$ cat config.mk
export PLATFORM = sky130hd
export DESIGN_NAME = uart_tx_ctrl
export DESIGN_NICKNAME = d
export VERILOG_FILES = /design/src/rtl/uart_pkg.sv /design/src/rtl/uart_baud_timer.sv /design/src/rtl/uart_tx_ctrl.sv
export SDC_FILE = /design/constraint.sdc
export NUM_CORES = 1
export LEC_CHECK = 0
export BUFFER_PORTS_ARGS = -buffer_cell sky130_fd_sc_hd__buf_4
export CAP_MARGIN = 10
export CORE_AREA = 2 2 65 67
export DETAILED_ROUTE_END_ITERATION = 12
export DIE_AREA = 0 0 67 69
export PLACE_DENSITY = 0.57
export SYNTH_ARGS = -nofsm -noshare
export SYNTH_HDL_FRONTEND = slang
export SYNTH_SLANG_ARGS = --single-unit
export TNS_END_PERCENT = 1
$ cat constraint.sdc
create_clock -name clk -period 3 [get_ports clk]
set_input_delay 0.15 -clock clk [delete_from_list [all_inputs] [get_ports clk]]
set_output_delay 0.15 -clock clk [all_outputs]
set_load 0.1 [all_outputs]
$ cat src/rtl/uart_pkg.sv
// Shared UART types, board clocking constants and divider helper.
package uart_pkg;

    typedef enum logic [2:0] {
        IDLE   = 3'd0,
        START  = 3'd1,
        DATA   = 3'd2,
        PARITY = 3'd3,
        STOP   = 3'd4
    } tx_state_e;

    localparam int UART_CLK_HZ = 100_000_000;
    localparam int UART_BAUD   = 115_200;

    // Rounded to the nearest whole clock so the baud error stays minimal.
    function automatic int calc_clk_per_bit(input int clk_hz, input int baud);
        return (clk_hz + baud / 2) / baud;
    endfunction

endpackage

$ cat src/rtl/uart_baud_timer.sv
// Baud-interval down-counter: loadable, counts to zero and holds there.
module uart_baud_timer #(
    parameter int W = 10
) (
    input  logic         clk,
    input  logic         rst,
    input  logic         load,
    input  logic [W-1:0] load_val,
    output logic         zero
);

    logic [W-1:0] cnt;

    always_ff @(posedge clk or negedge rst) begin
        if (!rst) begin
            cnt <= '0;
        end else if (load) begin
            cnt <= load_val;
        end else if (cnt != '0) begin
            cnt <= cnt - W'(1);
        end
    end

    assign zero = (cnt == '0);

endmodule

$ cat src/rtl/uart_tx_ctrl.sv
// UART transmit controller: byte handshake in, start/data/parity/stop frame out.
module uart_tx_ctrl
    import uart_pkg::*;
#(
    parameter int CLK_PER_BIT = calc_clk_per_bit(UART_CLK_HZ, UART_BAUD),
    parameter int DATA_BITS   = 8,
    parameter int PARITY_EN   = 0,
    parameter int PARITY_ODD  = 0,
    parameter int STOP_BITS   = 1
) (
    input  logic       clk,
    input  logic       rst,
    input  logic [7:0] tx_data,
    input  logic       tx_valid,
    output logic       tx_ready,
    output logic       tx_serial,
    output logic       busy,
    output logic       frame_done
);

    localparam int CW = $clog2(CLK_PER_BIT);
    localparam logic [CW-1:0] BIT_LAST  = CW'(CLK_PER_BIT - 1);
    localparam logic [2:0]    DATA_LAST = 3'(DATA_BITS - 1);
    localparam logic [2:0]    STOP_LAST = 3'(STOP_BITS - 1);
    localparam logic          ODD       = (PARITY_ODD != 0);

    if (CLK_PER_BIT < 2) begin : g_bad_cpb
        $error("uart_tx_ctrl: CLK_PER_BIT must be >= 2");
    end
    if (DATA_BITS < 5 || DATA_BITS > 8) begin : g_bad_db
        $error("uart_tx_ctrl: DATA_BITS must be 5..8");
    end
    if (STOP_BITS < 1 || STOP_BITS > 2) begin : g_bad_sb
        $error("uart_tx_ctrl: STOP_BITS must be 1 or 2");
    end

    tx_state_e  state, state_d;
    logic [7:0] shift_q, shift_d;
    logic [2:0] bit_q, bit_d;
    logic       par_q, par_d;
    logic       serial_d, done_d;
    logic       load, zero;

    uart_baud_timer #(.W(CW)) u_baud (
        .clk      (clk),
        .rst      (rst),
        .load     (load),
        .load_val (BIT_LAST),
        .zero     (zero)
    );

    always_comb begin
        state_d  = state;
        shift_d  = shift_q;
        bit_d    = bit_q;
        par_d    = par_q;
        serial_d = tx_serial;
        done_d   = 1'b0;
        load     = 1'b0;
        unique case (state)
            IDLE: begin
                if (tx_valid) begin
                    state_d  = START;
                    serial_d = 1'b0;
                    shift_d  = tx_data;
                    par_d    = (^tx_data[DATA_BITS-1:0]) ^ ODD;
                    load     = 1'b1;
                end
            end
            START: begin
                if (zero) begin
                    state_d  = DATA;
                    serial_d = shift_q[0];
                    bit_d    = DATA_LAST;
                    load     = 1'b1;
                end
            end
            DATA: begin
                if (zero) begin
                    load = 1'b1;
                    if (bit_q != '0) begin
                        shift_d  = shift_q >> 1;
                        serial_d = shift_q[1];
                        bit_d    = bit_q - 3'd1;
                    end else if (PARITY_EN != 0) begin
                        state_d  = PARITY;
                        serial_d = par_q;
                    end else begin
                        state_d  = STOP;
                        serial_d = 1'b1;
                        bit_d    = STOP_LAST;
                    end
                end
            end
            PARITY: begin
                if (zero) begin
                    state_d  = STOP;
                    serial_d = 1'b1;
                    bit_d    = STOP_LAST;
                    load     = 1'b1;
                end
            end
            STOP: begin
                if (zero) begin
                    if (bit_q != '0) begin
                        bit_d = bit_q - 3'd1;
                        load  = 1'b1;
                    end else begin
                        state_d = IDLE;
                        done_d  = 1'b1;
                    end
                end
            end
            default: begin
                state_d  = IDLE;
                serial_d = 1'b1;
            end
        endcase
    end

    always_ff @(posedge clk or negedge rst) begin
        if (!rst) begin
            state      <= IDLE;
            shift_q    <= '0;
            bit_q      <= '0;
            par_q      <= 1'b0;
            tx_serial  <= 1'b1;
            tx_ready   <= 1'b1;
            busy       <= 1'b0;
            frame_done <= 1'b0;
        end else begin
            state      <= state_d;
            shift_q    <= shift_d;
            bit_q      <= bit_d;
            par_q      <= par_d;
            tx_serial  <= serial_d;
            tx_ready   <= (state_d == IDLE);
            busy       <= (state_d != IDLE);
            frame_done <= done_d;
        end
    end

endmodule

Word level (Yosys, flattened, before mapping)
Cells that the tools add are included.
- output and inout bits: 4
- word-level logic and storage cells: 70
- register bits: 28
- eq/ne operators: 11
- bitwise gates (word level): 1
- muxes and demuxes: 35
- $add $sub $neg: 2
- reduce and logical (&&, ||, !) cells: 13
- operator list (kind ; count):
    $mux W3 ; 13
    $mux W8 ; 3
    $mux W10 ; 2
    $pmux W8 S2 ; 1
    $pmux W3 S5 ; 1
    $mux W1 ; 12
    $pmux W3 S4 ; 1
    $logic_not A10 Y1 ; 1
    $reduce_bool A10 Y1 ; 1
    $sub A10 B1 Y10 const B ; 1
    $ne A2 B1 Y1 const B ; 4
    $eq A3 B2 Y1 const B ; 2
    $logic_not A3 Y1 ; 2
    $ne A2 B2 Y1 const B ; 3
    $reduce_and A6 Y1 ; 1
    $reduce_bool A3 Y1 ; 2
    $pmux W1 S5 ; 1
    $reduce_and A5 Y1 ; 1
    $reduce_and A4 Y1 ; 1
    $reduce_bool A2 Y1 ; 2
    $reduce_bool A4 Y1 ; 1
    $eq A3 B1 Y1 const B ; 1
    $eq A3 B3 Y1 const B ; 1
    $pmux W1 S3 ; 1
    3 further kinds ; 3

Longest topological paths before layout
Gate-level depths: netlist of run 1.
- depth in word-level cells: 5
- depth in mapped cells: 8
- mapped depth without buffers: 6

Cells and area by module
Synthesis of run 1 repeated with hierarchy kept, for this count alone.
- cell total of the unflattened synthesis: 168
- area total of the unflattened synthesis: 1584.0 µm²
- modules (own cells, without submodules) (module ; seq. area each (µm²) ; instances ; area an instance (µm²) ; cells an instance):
    uart_tx_ctrl ; 452.9 ; 1 ; 989.7 ; 101
    uart_baud_timer ; 250.2 ; 1 ; 594.3 ; 67

Least setup slack after synthesis of run 1
OpenSTA, ideal clock, no wires.
- kind: register to register
- from: register u_baud.cnt[0]
- to: register shift_q[0]
- setup slack: 569 ps
- buffers on the path: 1
- stages on the path, launching flop included: 8
- arrival: 2306 ps
- period minus slack after synthesis: 2431 ps
- cell sequence: dfrtp_1 inv_1 ha_1 or3b_2 clkbuf_1 or4_4 a21oi_4 mux2_2
- word-level cells in the longest chain between the ends: 3
- RTL lines (element ; line ; RTL):
    start: declaration ; uart_baud_timer.sv:12 ; logic [W-1:0] cnt;
    start signal: assignment ; uart_baud_timer.sv:18 ; cnt <= load_val;
    start signal: assignment ; uart_baud_timer.sv:20 ; cnt <= cnt - W'(1);
    $logic_not A10 Y1 ; uart_baud_timer.sv:24 ; assign zero = (cnt == '0);
    $ne A2 B1 Y1 (no source line) ; - ;
    $reduce_and A4 Y1 (no source line) ; - ;
    end signal: assignment ; uart_tx_ctrl.sv:133 ; shift_q <= shift_d;
    end: declaration ; uart_tx_ctrl.sv:38 ; logic [7:0] shift_q, shift_d;
Every way passes these cells.
A chain may end at the register's enable or synchronous reset.

Worst setup path in the final report of run 1
- from: register u_baud.cnt[0]
- to: register shift_q[3]
Same word-level chain as after synthesis.

==> run summary, run 1 <==
The tools report the number of hold violations in the final report as 0. Buffers added to address setup during post-CTS repair amount to 0. The internal portion of total power came out at 703 uW. The routed wire length per instance was 14.8 um. Clock skew on the completed layout was measured at 0.00150 ns. For this run, the leading register cell type out of synthesis is sky130_fd_sc_hd__dfrtp_1.

sky130_fd_sc_hd__dfrtp_1 takes more of the synthesized area than any other cell. The number of top-level design ports is 15. The reg-to-reg critical path endpoint was shift_q[3]. After layout, the minimum clock period comes to 2.63 ns. The run gives 28 as the total number of clock tree sinks. The power share of the sequential group was 53.7%. Multi-input combinational cell area: 812 um^2. The die covers 4620 um^2. The root buffer cell is sky130_fd_sc_hd__clkbuf_8. The antenna cell count is 0. Clock tree synthesis inserted a total of 3 buffers.

The run gives 703 um^2 as the area of all sequential standard cells. In this run the mean area of a mapped cell was 10.2 um^2. The first global-routing pass estimated 5640 um of wire. The number of flops mapped to enable cells by yosys came out at 0. The analysis attributes to cell leakage a power of 0.000701 uW.

Entering global routing, the biggest net connects 29 pins. Sequential elements use 44.6% of the synthesized area. The dominant cell by count in the synthesized netlist was sky130_fd_sc_hd__dfrtp_1. The endpoint kind of the worst setup timing path is a flip-flop. Summing every instance area after synthesis gives 1580 um^2. The net switching fraction of the power was 30.9%. Data on the critical path arrives at its endpoint at 2.80 ns.

Across all hold checks on the routed design, the worst slack comes to 0.0761 ns. The flow ran to the end, and the final reports show no timing, DRC or antenna violations. The filler cells instantiated in the layout total 386. The number of input and output port buffers inserted works out to 14. The number of global-route vias before repair came out at 1,220.

The run gives 72 as the detailed router's first-iteration violation count. TritonCTS built the clock tree. The first-pass iteration count of the detailed router is 4.

The total vias in the final route was 1,193. Yosys attributes the largest share of cell area to sky130_fd_sc_hd__dfrtp_1 41%, sky130_fd_sc_hd__mux2_2 10%, sky130_fd_sc_hd__o21ai_0 3.5%. For this run, the post-layout net count is 183.

Initial antenna violation count: 0. In this run the horizontal extent of the chip is 67 um. The fraction of the cycle the final worst path needs was 87.5%.

The logs give 15.5% for the aggregate global-route resource usage and 0 for the number of pins exceeding their max-slew limit in the final report. The tools report the HPWL after detailed placement as 2280 um. After technology mapping, the gate count stands at 154.

For the worst flop-to-flop path, the logic depth is 6. The max-capacitance violation count was 0; the area of the placeable core was 3910 um^2. Setup violations remaining at the end of the flow were counted as 0.

The count of nets left with antenna violations once routing finished came out at 0. Summed over all layers, the routed wires come to 3220 um. For the worst setup path, the data required time is 3.17 ns. For the pin with the worst max-slew slack, the measured transition is 0.617 ns. The path class of the lowest-slack min-delay path was in -> reg.

The detailed-route vias per instance was 5.47. The run gives 2 as the maximum buffer depth of the clock tree. The capture endpoint of the worst hold path was shift_q[7]. The worst hold path passes through 3 cells.

The floorplan step set the die height to 69 um. During synthesis, Yosys emitted a total of 0 warnings. The reported net switching power is 315 uW, and the final routed DRC violation total is 0. Overflow left after global routing: 0. For this run, the top clock speed supported by timing is 381 MHz.

The worst min-delay path startpoint was tx_data[7]. For this run, asynchronously set or reset flops after synthesis account for 100%. The clock network fraction of design power is 22.8%, and the site row count is 23. After routing, the total negative slack on setup checks comes to 0 ns. Setup repair after global routing left no endpoint under its margin. Setup slack on the critical path of the routed design comes to 0.374 ns. The tools report the pre-CTS worst setup slack as 0.368 ns.

The critical register-to-register path startpoint was u_baud.cnt[0]. Yosys mapped the design onto 49 distinct sky130hd cell types. The total power divided by cell area was 565 nW/um^2; the maximum fanout count along the critical path was 13. The finished layout holds 218 standard cells, fillers aside.

For the tightest slew margin relative to the limit, the log shows 58.5%. For the depth of the CTS H-tree, the log shows 1. Ranked by instance count, the synthesized netlist is headed by 26 x sky130_fd_sc_hd__dfrtp_1, 14 x sky130_fd_sc_hd__mux2_2, 11 x sky130_fd_sc_hd__o21ai_0, 8 x sky130_fd_sc_hd__inv_1, 7 x sky130_fd_sc_hd__nand2_1. The clock insertion delay at the later pin of the skew report was 0.28 ns. Counting every net in the synthesized netlist gives 168. The area growth from synthesis to final layout was 14.1%; the fraction of synthesized cell area taken by the top area cell type was 41.2%.

Synthesis inferred 28 register bits. After clock tree synthesis, the clock-pin slew on the worst setup and hold paths is 0.09 ns. At the end of the flow the core is filled with cells to 46.0%. The initial cell density of the core was 40.3%; the number of placed instances with taps included was 213.

Start-to-end type of the worst setup path: reg -> reg. The worst register-to-register path has a setup slack of 0.37 ns. The fraction of layout cells with a size suffix above 1 was 28.0%; the global placer's final weighted congestion was 0.724. The share of power burned in combinational logic was 23.5%; the maximum VDD drop was 0.198 mV.

The type of element launching the critical path was a flip-flop.
[flip-flops by register name (all words and copies together), names as in the netlist]
signal,count
busy,1
tx_serial,1
shift_q,8
frame_done,1
state,3
tx_ready,1
u_baud.cnt,10
bit_q,3
[worst max path at each step]
stage | from | to | slack (ns) | depth (start not counted)
after floorplan | u_baud.cnt[0] | shift_q[0] | 0.57 | 7
after global placement | u_baud.cnt[0] | shift_q[0] | 0.44 | 6
after detailed placement | u_baud.cnt[0] | shift_q[3] | 0.37 | 6
after CTS | u_baud.cnt[0] | shift_q[3] | 0.36 | 6
after global routing | u_baud.cnt[0] | busy | 0.18 | 6
final | u_baud.cnt[0] | shift_q[3] | 0.37 | 6
[metal layers]
| metal | part of all wire [%] | GRT usage [%] |
|---|---|---|
| met1 | 45 | 21.0 |
| met4 | 1.4 | 5.67 |
| met5 | 0 | 0 |
| met2 | 51 | 25.1 |
| met3 | 2.5 | 1.96 |
[placed cells by master (no fill, tap or decap), types with 2 or more instances in the layout]
cell                        n
sky130_fd_sc_hd__or3_1      3
sky130_fd_sc_hd__nor3b_1    4
sky130_fd_sc_hd__nor2b_1    5
sky130_fd_sc_hd__nand2_1    7
sky130_fd_sc_hd__clkbuf_8   4
sky130_fd_sc_hd__nor3_1     4
sky130_fd_sc_hd__and2_1     2
sky130_fd_sc_hd__o211ai_1   3
sky130_fd_sc_hd__o21ai_0   11
sky130_fd_sc_hd__o32ai_1    2
sky130_fd_sc_hd__or3b_2     2
sky130_fd_sc_hd__xnor2_1    3
sky130_fd_sc_hd__dfstp_2    2
sky130_fd_sc_hd__o21a_1     2
sky130_fd_sc_hd__nand3_1    3
sky130_fd_sc_hd__nor2_1     6
sky130_fd_sc_hd__dfrtp_1   26
sky130_fd_sc_hd__nand2b_1   3
sky130_fd_sc_hd__a31oi_1    2
sky130_fd_sc_hd__a21oi_1    6
sky130_fd_sc_hd__buf_4     17
sky130_fd_sc_hd__mux2i_1    2
sky130_fd_sc_hd__mux2_2    14
sky130_fd_sc_hd__inv_1      8
sky130_fd_sc_hd__ha_1       3
[cell families (layout without fill, tap and decap cells)]
kind of cell    count (synthesis)  in the layout  share of synthesized area, %
fa+ha+maj                       3              3                          2.38
compound gates                 40             40                          17.8
xor+xnor                        4              4                          2.22
simple gates                   47             47                          17.8
flops                          28             28                          44.6
buf+inv                        16             30                          3.97
mux                            16             16                          11.3
[area by class of cell]
type	count	share of cell area [%]
Sequential cell	28	39.1
Multi-Input combinational cell	110	45.1
Inverter	8	1.67
Tap cell	50	3.47
Clock buffer	4	3.06
Timing Repair Buffer	18	7.64
[power groups by stage]
| stage | logic, uW | clock network [uW] | registers [uW] |
|---|---|---|---|
| after global placement | 234 | 0 | 543 |
| after floorplan | 195 | 0 | 526 |
| after CTS | 242 | 238 | 545 |
| after detailed placement | 239 | 0 | 553 |
| after global routing | 277 | 257 | 557 |
| final | 239 | 232 | 547 |
[timing repair]
item	CTS	global route
endpoints found under the hold margin	26	0
hold buffers	1	0
resized for setup	0	0
[metrics by stage]
stage | instance area [um^2] | total power [uW]
floorplan | 1580 | 721
global placement | 1740 | 777
detailed placement | 1740 | 791
CTS | 1800 | 1030
global route | 1800 | 1090
finish | 1800 | 1020
[worst max-delay path, cell delays in order, from the launching register on]
cell	delay [ns]
sky130_fd_sc_hd__dfrtp_1	0.41
sky130_fd_sc_hd__inv_1	0.10
sky130_fd_sc_hd__ha_1	0.23
sky130_fd_sc_hd__or3b_2	0.55
sky130_fd_sc_hd__or4_4	0.56
sky130_fd_sc_hd__a21oi_4	0.29
sky130_fd_sc_hd__mux2_2	0.37
No activity file was read; power rests on OpenSTA's default activity.
==> run 2, diff against run 1 <==
--- a/config.mk
+++ b/config.mk
@@ -5,11 +5,12 @@
 export SDC_FILE = /design/constraint.sdc
 export NUM_CORES = 1
 export LEC_CHECK = 0
+export ABC_AREA = 1
 export BUFFER_PORTS_ARGS = -buffer_cell sky130_fd_sc_hd__buf_4
 export CAP_MARGIN = 10
-export CORE_AREA = 2 2 65 67
+export CORE_AREA = 2 2 66 68
 export DETAILED_ROUTE_END_ITERATION = 12
-export DIE_AREA = 0 0 67 69
+export DIE_AREA = 0 0 68 70
 export PLACE_DENSITY = 0.57
 export SYNTH_ARGS = -nofsm -noshare
 export SYNTH_HDL_FRONTEND = slang
==> constraint.sdc (replaced) <==
create_clock -name clk -period 2.65 [get_ports clk]
set_input_delay 0.1325 -clock clk [delete_from_list [all_inputs] [get_ports clk]]
set_output_delay 0.1325 -clock clk [all_outputs]
set_load 0.1 [all_outputs]
==> run 2 against run 1 <==
Against the previous run: synthesized area rose by 2.9%; critical path depth up 4; register-to-register slack improved by 0.34 ns; fmax is 36% higher; design area up 1.4%; die area increased by 3.0%; sequential power decreased by 22%; core utilization is 2.0 points lower; first-iteration DRC count decreased by 5.6%.
==> run summary, run 2 <==
The tools report the maximum buffer depth of the clock tree as 2 (unchanged). Total vias in the final route: 1,309 (+9.7%). The total power divided by cell area works out to 393 nW/um^2 (-31%). The critical path is of the reg -> reg type. Clock insertion delay at the later pin of the skew report: 0.27 ns (about the same). Ranked by flip-flop count, first place goes to u_baud.cnt. In the layout the commonest cells are 77 x sky130_fd_sc_hd__nand2_1, 26 x sky130_fd_sc_hd__dfrtp_1, 21 x sky130_fd_sc_hd__inv_1, 20 x sky130_fd_sc_hd__nor2_1, 17 x sky130_fd_sc_hd__nand3_1. The number of input and output port buffers inserted came out at 14 (unchanged). The path class of the lowest-slack min-delay path was in -> reg. The tools report the area of the placeable core as 4140 um^2 (+5.9%). The number of standard cells in the layout, taps in and fillers out was 281 (+29%); the per-instance average area after synthesis was 7.62 um^2 (-26%). The run gives 0 ns (unchanged) as the aggregate negative setup slack.

For this run, the leading register cell type out of synthesis is sky130_fd_sc_hd__dfrtp_1. The biggest area contributor in the post-synthesis netlist is sky130_fd_sc_hd__dfrtp_1. After synthesis, the most frequently instantiated cells are 77 x sky130_fd_sc_hd__nand2_1, 26 x sky130_fd_sc_hd__dfrtp_1, 21 x sky130_fd_sc_hd__inv_1, 20 x sky130_fd_sc_hd__nor2_1, 17 x sky130_fd_sc_hd__nand3_1. For the cell count after synthesis, the log shows 213 (+38%). The maximum fanout count along the critical path came out at 11 (-2).

The antenna cell count is 0 (unchanged). Setup repair after global routing left no endpoint under its margin. Worst path arrival time: 2.15 ns (-0.65 ns). The number of flops mapped to enable cells by yosys came out at 0 (unchanged). The logs give 0.000943 uW (+35%) for the static power due to leakage and 68 (-5.6%) for the detailed router's first-iteration violation count. The initial antenna violation count is 0 (unchanged), and the area growth from synthesis to final layout is 12.4%. The number of hold violations in the final report was 0 (unchanged); the fraction of layout cells with a size suffix above 1 was 18.8% (-9.2 points). Leading cell type in the layout, fill and taps excluded: sky130_fd_sc_hd__nand2_1. The logs give 518 MHz (+36%) for the highest achievable clock rate and 3 (unchanged) for the CTS buffer count. The number of warning messages in the yosys log was 0 (unchanged); the data required time of the critical path was 2.86 ns (-0.31 ns). The height of the die works out to 70 um (+1.4%). The final worst clock skew came out at 0.00511 ns (+0.00361 ns). The area of the mapped netlist is 1620 um^2 (+2.9%), and the number of global-route vias before repair is 1,267 (+3.9%).

The detailed-route vias per instance was 4.66 (-15%); the routed wire length per instance was 11.2 um (-24%). The final routed DRC violation total was 0 (unchanged). The tools report the number of placed instances with taps included as 276 (+30%). The final total power was 717 uW (-30%). In the final layout, the registers with the most flip-flops are u_baud.cnt x10, shift_q x8.

HPWL after detailed placement: 2340 um (+2.6%). Root buffer cell: sky130_fd_sc_hd__clkbuf_8. The run gives 0 (unchanged) as the max-capacitance violation count. For the layout net count, the log shows 244 (+33%). The dominant cell by count in the synthesized netlist is sky130_fd_sc_hd__nand2_1. The fraction of synthesized cell area taken by the top area cell type was 40.1% (-1.2 points); the tightest slew margin relative to the limit was 75.5% (+17 points). The logs give 43.3% (-1.3 points) for the portion of the post-synthesis area used by sequential elements and 1 (unchanged) for the depth of the CTS H-tree. The run gives 0.931 (+29%) as the global placer's final weighted congestion. After synthesis, the cell types taking the most area are sky130_fd_sc_hd__dfrtp_1 40%, sky130_fd_sc_hd__nand2_1 18%, sky130_fd_sc_hd__nand3_1 5.2%. For the overflow left after global routing, the log shows 0 (unchanged). The end-of-flow core utilization is 44.1% (-2.0 points), and the async set-or-reset flop fraction in the synthesized netlist is 100% (unchanged). The die outline area was 4760 um^2 (+3.0%). For the first-pass iteration count of the detailed router, the log shows 4 (unchanged).

The count of cell types in the netlist is 26 (-47%), and the total number of clock tree sinks is 28 (unchanged). The number of pins exceeding their max-slew limit in the final report is 0 (unchanged). The logs give 39.2% (-1.1 points) for the initial cell density of the core and 0 (unchanged) for the post-detailed-route count of antenna-violating nets. The maximum VDD drop was 0.174 mV (-12%); the clock-pin slew on the worst setup and hold paths was 0.09 ns (about the same). The tools report the type of element launching the critical path as a flip-flop.

The post-cts gate resize count is 0 (unchanged). The floorplan die width works out to 68 um (+1.5%). The run finished with clean final reports.

The number of top-level design ports was 15 (unchanged); the number of synthesized register bits was 28 (unchanged). The post-route minimum period is 1.93 ns (-0.695 ns), and the largest net degree at the start of global routing is 29 (unchanged). The tools report the endpoint kind of the worst setup timing path as a flip-flop. The site row count was 24 (+4.3%).

The wire length of the first global-routing pass is 5600 um (-0.62%). Actual transition at the worst max-transition pin: 0.367 ns (-0.250 ns). The post-synthesis net count came out at 227 (+35%).

The fraction of the cycle the final worst path needs is 72.9% (-15 points). The final wirelength came out at 3140 um (-2.5%). TritonCTS built the clock tree. For the aggregate global-route resource usage, the log shows 15.2% (-0.30 points). The number of endpoints failing setup at the final stage is 0 (unchanged), and the number of flip-flops in the largest register is 10 (unchanged).
run 2: path summary, 6_finish.rpt:
check | endpoint | slack (ns) | depth (start not counted) | startpoint
max in group asynchronous | tx_ready | 2.04 | 2 | rst
min in group asynchronous | u_baud.cnt[7] | 0.30 | 2 | rst
setup / recovery | u_baud.cnt[5] | 0.72 | 10 | u_baud.cnt[0]
hold reg to reg | tx_serial | 0.47 | 2 | tx_serial
hold / removal | shift_q[7] | 0.18 | 4 | tx_data[7]
setup reg to reg | u_baud.cnt[5] | 0.72 | 10 | u_baud.cnt[0]
run 2: cell families after synthesis:
| family | synth area share [%] |
|---|---|
| compound gates | 4.62 |
| flops | 43.3 |
| simple gates | 39.1 |
| xor+xnor | 2.70 |
| buf+inv | 8.01 |
| fa+ha+maj | 2.31 |
run 2: area by class of cell:
class	count	area [um^2]
Clock buffer	4	55.1
Fill cell	440	2320
Inverter	25	96.3
Multi-Input combinational cell	157	791
Sequential cell	28	703
Tap cell	52	65.1
Timing Repair Buffer	15	115
run 2: timing repair:
item / 4_1_cts / 5_1_grt
buffers inserted: 0 / 0
hold buffers: 1 / 0
endpoints found under the hold margin: 26 / 0
run 2: through the flow:
stage | area, um^2 | worst slack (ns) | hold WS [ns]
after floorplan | 1620 | 1.11 | -0.163
after global placement | 1760 | 0.732 | 0.0756
after detailed placement | 1760 | 0.698 | 0.0834
after CTS | 1830 | 0.671 | 0.178
after global routing | 1830 | 0.483 | 0.195
final | 1830 | 0.718 | 0.182
run 2: metal layers:
| layer | track usage, % | vias up | wire length (um) | part of all wire, % |
|---|---|---|---|---|
| met4 | 5.33 | 0 | 44 | 1.4 |
| met2 | 23.0 | 20 | 1450 | 46 |
| met3 | 2.42 | 4 | 89 | 2.8 |
| met1 | 21.9 | 590 | 1560 | 50 |
| li1 | - | 695 | - | - |
| met5 | 0 | - | 0 | 0 |
run 2: worst max-delay path: stages, from the launching register on:
cell	delay, ns
sky130_fd_sc_hd__dfrtp_1	0.38
sky130_fd_sc_hd__inv_1	0.09
sky130_fd_sc_hd__ha_1	0.20
sky130_fd_sc_hd__nand2_1	0.08
sky130_fd_sc_hd__nor2_2	0.13
sky130_fd_sc_hd__nand3_2	0.24
sky130_fd_sc_hd__inv_1	0.31
sky130_fd_sc_hd__nand2_2	0.18
sky130_fd_sc_hd__nand2_4	0.13
sky130_fd_sc_hd__inv_4	0.07
sky130_fd_sc_hd__nand3_2	0.06
run 2: power breakdown:
| group | leakage [uW] | total (uW) | internal (uW) | switching [uW] |
|---|---|---|---|---|
| combinational | 0.000565 | 25.5 | 12.6 | 12.9 |
| clock | 0.0000288 | 264 | 133 | 131 |
| sequential | 0.000349 | 427 | 427 | 0 |
| total | 0.000943 | 717 | 573 | 144 |
==> run 3, diff against run 2 <==
--- a/config.mk
+++ b/config.mk
@@ -5,13 +5,13 @@
 export SDC_FILE = /design/constraint.sdc
 export NUM_CORES = 1
 export LEC_CHECK = 0
-export ABC_AREA = 1
+export ABC_AREA = 0
 export BUFFER_PORTS_ARGS = -buffer_cell sky130_fd_sc_hd__buf_4
 export CAP_MARGIN = 10
-export CORE_AREA = 2 2 66 68
+export CORE_AREA = 2 2 65 67
 export DETAILED_ROUTE_END_ITERATION = 12
-export DIE_AREA = 0 0 68 70
-export PLACE_DENSITY = 0.57
+export DIE_AREA = 0 0 67 69
+export PLACE_DENSITY = 0.59
 export SYNTH_ARGS = -nofsm -noshare
 export SYNTH_HDL_FRONTEND = slang
 export SYNTH_SLANG_ARGS = --single-unit
==> constraint.sdc (replaced) <==
create_clock -name clk -period 1.73 [get_ports clk]
set_input_delay 0.0865 -clock clk [delete_from_list [all_inputs] [get_ports clk]]
set_output_delay 0.0865 -clock clk [all_outputs]
set_load 0.1 [all_outputs]
==> run 3 against run 2 <==
Against the previous run: the flow now finishes with violations (negative setup slack); final cell count shrank 8.5%; fmax fell by 12%; clock power rose by 55%; worst hold slack worse by 0.17 ns; core utilization up 11 points; die area fell by 2.9%; first-iteration DRC count is 37% lower; critical path type unchanged; largest power group unchanged.
==> run summary, run 3 (synthesis results as in run 1) <==
The flow ran to the end, but the final reports show violations. The checks that failed: negative setup slack. The detailed-route vias per instance came out at 5.42 (+16%). The global-route track usage on met3 is 3.10% (+0.68 points). The number of input and output port buffers inserted came out at 14 (unchanged).

The cell that appears most often on the critical path is sky130_fd_sc_hd__or4_4. The library cell used most frequently in the layout, excluding fill and tap cells, is sky130_fd_sc_hd__buf_4. The actual transition at the worst max-transition pin was 0.463 ns (+0.0963 ns). The total power divided by cell area came out at 939 nW/um^2 (+140%). The number of flip-flops in the largest register is 10 (unchanged), and the initial cell density of the core is 40.3% (+1.1 points). For hold timing, the worst endpoint is shift_q[7]. The floorplan die width works out to 67 um (-1.5%).

The logs give 0.913 (-2.0%) for the global placer's final weighted congestion and 0.00395 ns (-0.00116 ns) for the final worst clock skew. The tools report the final total power as 2030 uW (+180%). Family of cells with the greatest summed delay on the critical path: simple AND/OR/NAND/NOR gates.

Clock tree synthesis selected as its root buffer the cell sky130_fd_sc_hd__clkbuf_8. In the final layout, the registers with the most flip-flops are u_baud.cnt x10, shift_q x8. The number of endpoints failing setup at the final stage is 28 (+28). Post-route minimum period: 2.19 ns (+0.256 ns). The run gives 0 (unchanged) as the antenna cell count. Number of placed instances with taps included: 250 (-9.4%).

Setup repair after global routing could not meet its margin everywhere. Cell depth of the worst min-delay path: 3 (-1). The worst register-to-register path begins at u_baud.cnt[7]. For the total vias in the final route, the log shows 1,393 (+6.4%).

The setup slack of the most critical reg-to-reg path came out at -0.46 ns (-1.18 ns). The run gives 0 (unchanged) as the max-capacitance violation count. The number of standard cells in the layout, taps in and fillers out is 257 (-8.5%). The area growth from synthesis to layout is 37.0%. The number of global-route vias before repair was 1,531 (+21%).

The largest net degree at the start of global routing was 29 (unchanged); the fraction of the cycle the final worst path needs was 126% (+54 points). Aggregate negative setup slack: -7.77 ns (-7.77 ns). TritonCTS built the clock tree.

The overflow left after global routing came out at 0 (unchanged). The height of the die was 69 um (-1.4%). The tightest slew margin relative to the limit came out at 68.8% (-6.7 points).

The depth of the CTS H-tree came out at 1 (unchanged). The final routed DRC violation total was 0 (unchanged). In the layout the commonest cells are 55 x sky130_fd_sc_hd__buf_4, 26 x sky130_fd_sc_hd__dfrtp_1, 11 x sky130_fd_sc_hd__mux2_2, 8 x sky130_fd_sc_hd__o21ai_0, 7 x sky130_fd_sc_hd__nand2_1. The clock insertion delay at the later pin of the skew report was 0.28 ns (about the same); the maximum fanout count along the critical path was 8 (-3).

The detailed router's first-iteration violation count was 43 (-37%). The layout net count is 222 (-9.0%), and the number of hold violations in the final report is 0 (unchanged). The endpoint identified for the worst register-to-register timing path is shift_q[3].

The register with the most flip-flops in the final layout is u_baud.cnt. The slowest library cell on the worst path is sky130_fd_sc_hd__or4_4. The met2 capacity usage during global routing is 32.9% (+9.9 points). The worst setup path is captured at a flip-flop. The worst path arrival time came out at 2.36 ns (+0.21 ns). The critical path is of the reg -> reg type. Maximum VDD drop: 0.372 mV (+110%). The met1 routing resource usage after global routing was 23.6% (+1.8 points).

Largest stage delay on the critical path: 0.54 ns (+0.16 ns). Area of the placeable core: 3910 um^2 (-5.6%). The run gives 0 (unchanged) as the initial antenna violation count. The tools report the aggregate global-route resource usage as 19.2% (+4.0 points).

The most crowded layer after global routing was met2. The wire length of the first global-routing pass came out at 6950 um (+24%). The signal on the critical path passes through or4_4, or4_4, a21oi_4, buf_12, mux2_2. In this run the worst hold path is classified as in -> reg.

The fraction of layout cells with a size suffix above 1 works out to 44.4% (+26 points). The post-route worst hold slack was 0.0140 ns (-0.168 ns). The tools report the type of element launching the critical path as a flip-flop. The run gives -0.457 ns (-1.18 ns) as the setup slack of the critical path after layout. The post-detailed-route count of antenna-violating nets is 0 (unchanged), and the final wirelength is 3930 um (+25%). The tools report the site row count as 23 (-4.2%). The run gives 1.90 ns (-0.96 ns) as the data required time of the critical path. For the number of top-level design ports, the log shows 15 (unchanged). The logs give 2910 um (+25%) for the HPWL after detailed placement and 28 (unchanged) for the total number of clock tree sinks. For the CTS buffer count, the log shows 3 (unchanged). The highest achievable clock rate came out at 457 MHz (-12%).

The routed wire length per instance came out at 15.3 um (+37%). The tools report the worst min-delay path startpoint as tx_data[7]. The total buffers and inverters traversed by the critical path came out at 1 (-2). The die outline area is 4620 um^2 (-2.9%). The logs give -0.567 ns (-1.26 ns) for the pre-CTS worst setup slack and 4 (unchanged) for the first-pass iteration count of the detailed router. The tools report the static power due to leakage as 0.000906 uW (-3.9%). The clock-pin slew on the worst setup and hold paths is 0.10 ns (about the same), and the number of pins exceeding their max-slew limit in the final report is 0 (unchanged).

The maximum buffer depth of the clock tree is 2 (unchanged), and the depth of the worst register-to-register path is 5 (-5).
run 3: changes by cell type in the layout (fill, tap and decap cells not counted), moves of 4 or more:
cell	before	now
sky130_fd_sc_hd__inv_1	21	6
sky130_fd_sc_hd__nand3_1	17	3
sky130_fd_sc_hd__mux2_2	0	11
sky130_fd_sc_hd__buf_4	14	55
sky130_fd_sc_hd__nand2_1	77	7
sky130_fd_sc_hd__nand2_2	4	0
sky130_fd_sc_hd__nor2_1	20	6
sky130_fd_sc_hd__nor2b_1	0	5
sky130_fd_sc_hd__nand3_2	6	0
run 3: where the power goes:
part	internal (uW)	total (uW)	leakage, uW	switching (uW)
clock network	204	410	0.0000288	206
registers	799	894	0.000330	94.7
logic	388	726	0.000547	337
total	1390	2030	0.000906	638
run 3: per-layer routing:
layer	vias to the layer above	share of wire [%]
li1	664	-
met1	697	43
met2	20	52
met3	12	2.4
met4	0	2.8
met5	-	0
run 3: how the worst max path moves through the flow:
stage,start,to,cells past startpoint
finish,u_baud.cnt[7],shift_q[3],5
global route,u_baud.cnt[7],shift_q[0],5
CTS,u_baud.cnt[7],shift_q[0],5
detailed placement,u_baud.cnt[0],shift_q[6],6
global placement,u_baud.cnt[0],shift_q[0],6
floorplan,u_baud.cnt[1],shift_q[0],7
run 3: layout make-up:
class | count | area, um^2
Inverter | 8 | 30.0
Multi-Input combinational cell | 110 | 868
Timing Repair Buffer | 57 | 443
Clock buffer | 4 | 55.1
Tap cell | 50 | 62.6
Fill cell | 358 | 1750
Sequential cell | 28 | 703
run 3: metrics by stage:
stage / cell area, um^2 / utilization [%]
floorplan: 1600 / -
global placement: 2030 / 51.8
detailed placement: 2030 / 51.8
CTS: 2160 / 55.2
global route: 2160 / 55.2
finish: 2160 / 55.2
run 3: worst reg2reg max path, delay by kind of cell, from the launching register on:
| kind | cells | cell delay, ns |
|---|---|---|
| AND/OR/NAND/NOR | 2 | 1.06 |
| flip-flops | 1 | 0.39 |
| buffers and inverters | 1 | 0.14 |
| AO/OA/AOI/OAI | 1 | 0.16 |
| multiplexers | 1 | 0.33 |
run 3: what timing repair did:
item / 4_1_cts / 5_1_grt
resized for setup: 11 / 1
endpoints found under the hold margin: 26 / 0
hold buffers: 1 / 0
setup endpoints to repair: 28 / 28
buffers inserted: 2 / 0
pin swaps: 2 / 0
